===== src/rtl/rot_pkg.sv =====
// Shared encodings for the sequential rotate/shift unit: operation modes,
// direction values and FSM states.
package rot_pkg;

   localparam logic [1:0] MODE_ROT = 2'b00;
   localparam logic [1:0] MODE_LSH = 2'b01;
   localparam logic [1:0] MODE_ASH = 2'b10;

   localparam logic DIR_RIGHT = 1'b0;
   localparam logic DIR_LEFT  = 1'b1;

   typedef enum logic {
      IDLE = 1'b0,
      RUN  = 1'b1
   } state_t;

endpackage


===== src/rtl/rot_step.sv =====
// One-position rotate/shift of a WIDTH-bit word, purely combinational.
module rot_step
   import rot_pkg::*;
#(
   parameter int WIDTH = 4
) (
   input  logic [WIDTH-1:0] s,
   input  logic             dir,
   input  logic [1:0]       mode,
   output logic [WIDTH-1:0] y
);

   logic fill_right;
   logic fill_left;

   always_comb begin
      // Bit entering at the MSB on a right move, and at the LSB on a left move.
      fill_right = s[0];
      fill_left  = s[WIDTH-1];
      case (mode)
         MODE_LSH: begin
            fill_right = 1'b0;
            fill_left  = 1'b0;
         end
         MODE_ASH: begin
            fill_right = s[WIDTH-1];
            fill_left  = 1'b0;
         end
         default: begin
            fill_right = s[0];
            fill_left  = s[WIDTH-1];
         end
      endcase

      if (dir == DIR_LEFT) begin
         y = {s[WIDTH-2:0], fill_left};
      end else begin
         y = {fill_right, s[WIDTH-1:1]};
      end
   end

endmodule


===== src/rtl/rotator_seq.sv =====
// Sequential rotate/shift unit: accepts an operand, moves it one position per
// enabled clock for a run-time amount, then publishes the result with a done pulse.
module rotator_seq
   import rot_pkg::*;
#(
   parameter int WIDTH = 4,
   parameter int AMT_W = 2
) (
   input  logic             clk,
   input  logic             reset,
   input  logic             start,
   input  logic             enable,
   input  logic             dir,
   input  logic [1:0]       mode,
   input  logic [AMT_W-1:0] amt,
   input  logic [WIDTH-1:0] din,
   output logic [WIDTH-1:0] dout,
   output logic             busy,
   output logic             done
);

   state_t           state_reg,  state_next;
   logic [WIDTH-1:0] shreg_reg,  shreg_next;
   logic [AMT_W-1:0] count_reg,  count_next;
   logic             dir_reg,    dir_next;
   logic [1:0]       mode_reg,   mode_next;
   logic [WIDTH-1:0] dout_reg,   dout_next;
   logic             done_reg,   done_next;
   logic [WIDTH-1:0] stepped;

   rot_step #(.WIDTH(WIDTH)) u_step (
      .s    (shreg_reg),
      .dir  (dir_reg),
      .mode (mode_reg),
      .y    (stepped)
   );

   always_comb begin
      state_next = state_reg;
      shreg_next = shreg_reg;
      count_next = count_reg;
      dir_next   = dir_reg;
      mode_next  = mode_reg;
      dout_next  = dout_reg;
      done_next  = 1'b0;

      case (state_reg)
         IDLE: begin
            if (start) begin
               shreg_next = din;
               count_next = amt;
               dir_next   = dir;
               mode_next  = mode;
               state_next = RUN;
            end
         end
         RUN: begin
            // Completion does not wait for enable once all steps are done.
            if (count_reg == '0) begin
               dout_next  = shreg_reg;
               done_next  = 1'b1;
               state_next = IDLE;
            end else if (enable) begin
               shreg_next = stepped;
               count_next = count_reg - 1'b1;
            end
         end
         default: state_next = IDLE;
      endcase
   end

   always_ff @(posedge clk) begin
      if (reset) begin
         state_reg <= IDLE;
         shreg_reg <= '0;
         count_reg <= '0;
         dir_reg   <= DIR_RIGHT;
         mode_reg  <= MODE_ROT;
         dout_reg  <= '0;
         done_reg  <= 1'b0;
      end else begin
         state_reg <= state_next;
         shreg_reg <= shreg_next;
         count_reg <= count_next;
         dir_reg   <= dir_next;
         mode_reg  <= mode_next;
         dout_reg  <= dout_next;
         done_reg  <= done_next;
      end
   end

   assign dout = dout_reg;
   assign busy = (state_reg == RUN);
   assign done = done_reg;

endmodule

===== config.mk =====
export PLATFORM = sky130hd
export DESIGN_NAME = rotator_seq
export DESIGN_NICKNAME = d
export VERILOG_FILES = /design/src/rtl/rot_pkg.sv /design/src/rtl/rot_step.sv /design/src/rtl/rotator_seq.sv
export SDC_FILE = /design/constraint.sdc
export NUM_CORES = 1
export LEC_CHECK = 0
export ABC_CLOCK_PERIOD_IN_PS = 3190
export BUFFER_PORTS_ARGS = -buffer_cell sky130_fd_sc_hd__buf_2
export CORE_MARGIN = 5
export CORE_UTILIZATION = 53
export CTS_CLUSTER_DIAMETER = 80
export DETAILED_ROUTE_END_ITERATION = 10
export PLACE_DENSITY = 0.89
export SLEW_MARGIN = 20
export SYNTH_ARGS = -nofsm -noshare
export SYNTH_HDL_FRONTEND = slang
export SYNTH_SLANG_ARGS = --single-unit

===== constraint.sdc =====
create_clock -name clk -period 3.19 [get_ports clk]
set_input_delay 0.638 -clock clk [delete_from_list [all_inputs] [get_ports clk]]
set_output_delay 0.638 -clock clk [all_outputs]
set_load 0.005 [all_outputs]

After elaboration in Yosys (flattened, before gate mapping)
Cells that the tools add are included.
- mux-type cells: 15
- reductions and logical operators: 7
- equal/unequal tests: 6
- add/sub/neg operators: 1
- bitwise operators: 1
- operators with widths (cell ; count):
    4-bit 2-to-1 mux ; 4
    4-bit case mux with 2 select lines ; 1
    2-bit 2-to-1 mux ; 3
    2-bit != test, second input constant ; 3
    1-bit 2-to-1 mux ; 4
    1-bit case mux with 2 select lines ; 2
    2-bit case mux with 2 select lines ; 1
    2-bit AND reduction ; 2
    4-bit AND reduction ; 1
    2-bit OR reduction ; 2
    3-bit != test, second input constant ; 1
    3-bit AND reduction ; 1
    2-bit by 1-bit equality test with 1-bit output, second input constant ; 1
    2-bit equality test, second input constant ; 1
    2-bit zero test ; 1
    2-bit by 1-bit subtractor with 2-bit output, second input constant ; 1
    1-bit NOT ; 1
- bits of input ports: 13
- word-level logic and storage cells: 38
- output and inout port bits: 6
- bits in registers: 15

Depth between registers and ports, before layout
- depth in word-level cells: 7
- gate-level depth with buffers: 5
- mapped depth without buffers: 5

Cells and area by module
From an unflattened synthesis, not the netlist that was laid out.
- cells, all modules: 87
- area total of the unflattened synthesis: 757.0 µm²
- modules (own cells, without submodules) (module ; times used ; cells an instance ; seq. area each (µm²) ; area each (µm²)):
    rotator_seq ; 1 ; 76 ; 300.3 ; 680.7
    rot_step ; 1 ; 11 ; 0.0 ; 76.3

Worst setup path after synthesis
No wires, ideal clock.
- path type: register to register
- from: register count_reg[0]
- to: register shreg_reg[1]
- stages on the path, launching flop included: 6
- path buffers: 0
- setup time: 0.070 ns
- arrival: 1.368 ns
- period minus slack after synthesis: 1.438 ns
- path slack: 1.752 ns
- required time: 3.120 ns
- cells stage by stage: dfxtp_1 -> inv_1 -> ha_1 -> nand3b_1 -> a221o_1 -> a21oi_1
- longest elaborated chain between the ends: 3
- RTL lines (item ; RTL line ; text):
    from (decl) ; rotator_seq.sv:24 ; logic [AMT_W-1:0] count_reg, count_next;
    from (signal assigned) ; rotator_seq.sv:84 ; count_reg <= count_next;
    2-bit zero test ; rotator_seq.sv:59 ; if (count_reg == '0) begin
    2-bit != test (no line) ; - ;
    3-bit AND reduction (no line) ; - ;
    to (signal assigned) ; rotator_seq.sv:83 ; shreg_reg <= shreg_next;
    to (decl) ; rotator_seq.sv:23 ; logic [WIDTH-1:0] shreg_reg, shreg_next;
Every way passes these cells.
A chain may end at the register's enable or synchronous reset.

Worst setup path in the final report
- from: register state_reg (netlist: busy)
- to: output busy
- RTL lines (item ; RTL line ; text):
    from (decl) ; rotator_seq.sv:22 ; state_t state_reg, state_next;
    from (signal assigned) ; rotator_seq.sv:82 ; state_reg <= state_next;
    to (decl) ; rotator_seq.sv:18 ; output logic busy,
No word-level cell between the ends.

==> run_results.csv <==
group,metric,value,unit
grt,grt_max_degree,24,
worst_hold_path,hold_path.class,"reg -> reg",
logic_synthesis,synth-seq-cells,15,
logic_synthesis,synth_area,733,um2
logic_synthesis,synth_cell_types,22,
status,outcome,"completed",
timing,tns,0,ns
detailed_routing,totalWireLength,1590,um
floorplanning,start_util,0.563,
power,power_density,467,nW/um2
cells_and_area,layout.nets,123,
floorplanning,pin_count,19,
logic_synthesis,synth_area_leaders,"dfxtp_1 41%, a21oi_1 8.2%, nand3_1 6.8%",
critical_path,path_cells,"buf_2",
timing,finalMaxSlewViolations,0,
logic_synthesis,synth_nets,106,
critical_path,cp.required,2.55,ns
timing,worst_pin_slew,0.632,ns
cts,clk-insertion-delay-late,0.29,ns
job,cap_violations,0,
placement,io_buffers,18,
critical_path,cp_top_family,"flip-flops",
timing,fin_ws,1.31,ns
cts,cts_buffers,3,
cts,postCtsHoldBufs,0,
critical_path,end_kind,"output pin",
power,max-vdd-ir-drop,328,uV
cts,cts_buffer_depth,2,
cells_and_area,seqCellArea,300,um2
detailed_routing,wl_per_cell,13.1,um
floorplanning,fp.dieW,47.2,um
cts,path_clk_slew,0.09,ns
cells_and_area,drive_gt1_frac,0.208,
placement,place_congestion,0.752,
logic_synthesis,seq_area_frac_synth,0.410,
placement,dp_slack,1.50,ns
critical_path,cp-start-kind,"register",
logic_synthesis,synth_top_area_frac,0.410,
logic_synthesis,yosysWarningCount,0,
logic_synthesis,post_synth.cell_area_avg,8.15,um2
grt,antenna_found_initial,0,
logic_synthesis,syn-instance-count,90,
detailed_routing,detail-route-antenna-nets,0,
grt,grt.total_usage,0.164,
timing,post-route-period-util,0.590,
cts,cts_max_level,1,
cells_and_area,area_delta_synth_final,14.2,%
placement,hpwl,1200,um
cts,clock_sinks,15,
critical_path,cp_num_buf_inv,1,
timing,rsz0062_at_grt,"no",
power,leakagePower,0.000343,uW
floorplanning,core-area,1300,um2
grt,grt_pass1_vias,614,
critical_path,cp_max_fo,23,
timing,fin_crit,1.88,ns
detailed_routing,vias,671,
floorplanning,die_area,2230,um2
floorplanning,chipHeight,47.2,um
detailed_routing,drtIter0Drc,25,
cts,cts-root-buf,"clkbuf_4",
cells_and_area,layout_commonest_cell,"buf_2",
detailed_routing,first_pass_iters,4,
cells_and_area,final_cell_mix,"18 x buf_2, 15 x dfxtp_1, 13 x nand2_1",
cells_and_area,n_antenna_cell,0,
cts,post_cts.repair.setup_buffers,0,
timing,skew,0.00659,ns
critical_path,arrival,1.25,ns
timing,setup_viol,0,
grt,grt_pass1_wl,2570,um
timing,slew_headroom,0.578,
timing,timing_hold_violations_final,0,
grt,overflow,0,
cts,cts_resized,0,
cells_and_area,fill_cells,125,
critical_path,crit_slowest_cell,"dfxtp_1",
cts,cts_tree,"done",
detailed_routing,vias_per_cell,5.55,
critical_path,critPathMaxStageDelay,0.73,ns
logic_synthesis,synth_largest_area_cell,"dfxtp_1",
timing,fmaxAchievable,531,MHz
critical_path,critPathKind,"reg -> out",
cells_and_area,multi_input_area,385,um2
detailed_routing,drc,0,
floorplanning,rows,13,
cells_and_area,final_core_util,0.643,
[where the power goes]
group / internal, uW / switching [uW] / leakage [uW]
Sequential: 200 / 15.9 / 0.000123
Combinational: 30.6 / 33.3 / 0.000202
Clock: 46.6 / 64.1 / 0.0000177
[synthesized netlist by cell type (all sizes together)]
| master | n |
|---|---|
| inv | 4 |
| ha | 3 |
| nand3 | 10 |
| or3b | 1 |
| a32o | 1 |
| buf | 3 |
| a221o | 2 |
| a31oi | 2 |
| o221ai | 1 |
| nor2b | 2 |
| nand2b | 4 |
| mux2i | 3 |
| dfxtp | 15 |
| o21ai | 1 |
| clkbuf | 3 |
| and3b | 1 |
| nor2 | 6 |
| a21oi | 12 |
| nand3b | 2 |
| a311o | 1 |
| nand2 | 13 |
[kinds of logic (layout without fill, tap and decap cells)]
group,count (synthesis),in the layout,share of synthesized area
flip-flops,15,15,0.410
buffers and inverters,10,26,0.0648
adder cells (fa/ha/maj),3,3,0.0512
AND/OR/NAND/NOR,39,39,0.261
multiplexers,3,3,0.0410
AO/OA/AOI/OAI,20,20,0.172
[worst register-to-register path, cell delays in order (launching register included)]
cell and delay [ns]:
dfxtp_1 0.73, nand3b_1 0.36, a221o_1 0.43, a21oi_1 0.14
[per-stage QoR]
stage          instance area [um2]  power (uW)  std cells  hold WS, ns
4_1_cts                        837         391        121        0.456
5_1_grt                        837         413        121        0.480
6_report                       837         391        121        0.453
3_3_place_gp                   810         279        117        0.442
2_1_floorplan                  733         264         90        0.444
3_5_place_dp                   810         284        117        0.443
[routing by layer]
layer	part of all wire	global-route usage	wire, um
met4	0.016	0.0829	25
met1	0.44	0.215	698
met2	0.47	0.255	740
met3	0.078	0.0307	124
met5	0	0	0
[cell type report]
type                    count  area share
flip-flops and latches     15       0.359
multi-input cells          65       0.460
inverters                   4      0.0179
well taps                  15      0.0224
repair buffers             18       0.108
clock inverters             1     0.00598
clock buffers               3      0.0269
[final timing paths]
check          start  cells after the start  slack (ns)           end
max             busy                      1        1.31          busy
min          dout[2]                      2        0.45       dout[2]
max reg2reg     busy                      3        1.46  shreg_reg[1]
min reg2reg  dout[2]                      2        0.45       dout[2]
Note: power is estimated with default switching activity, not from simulation.
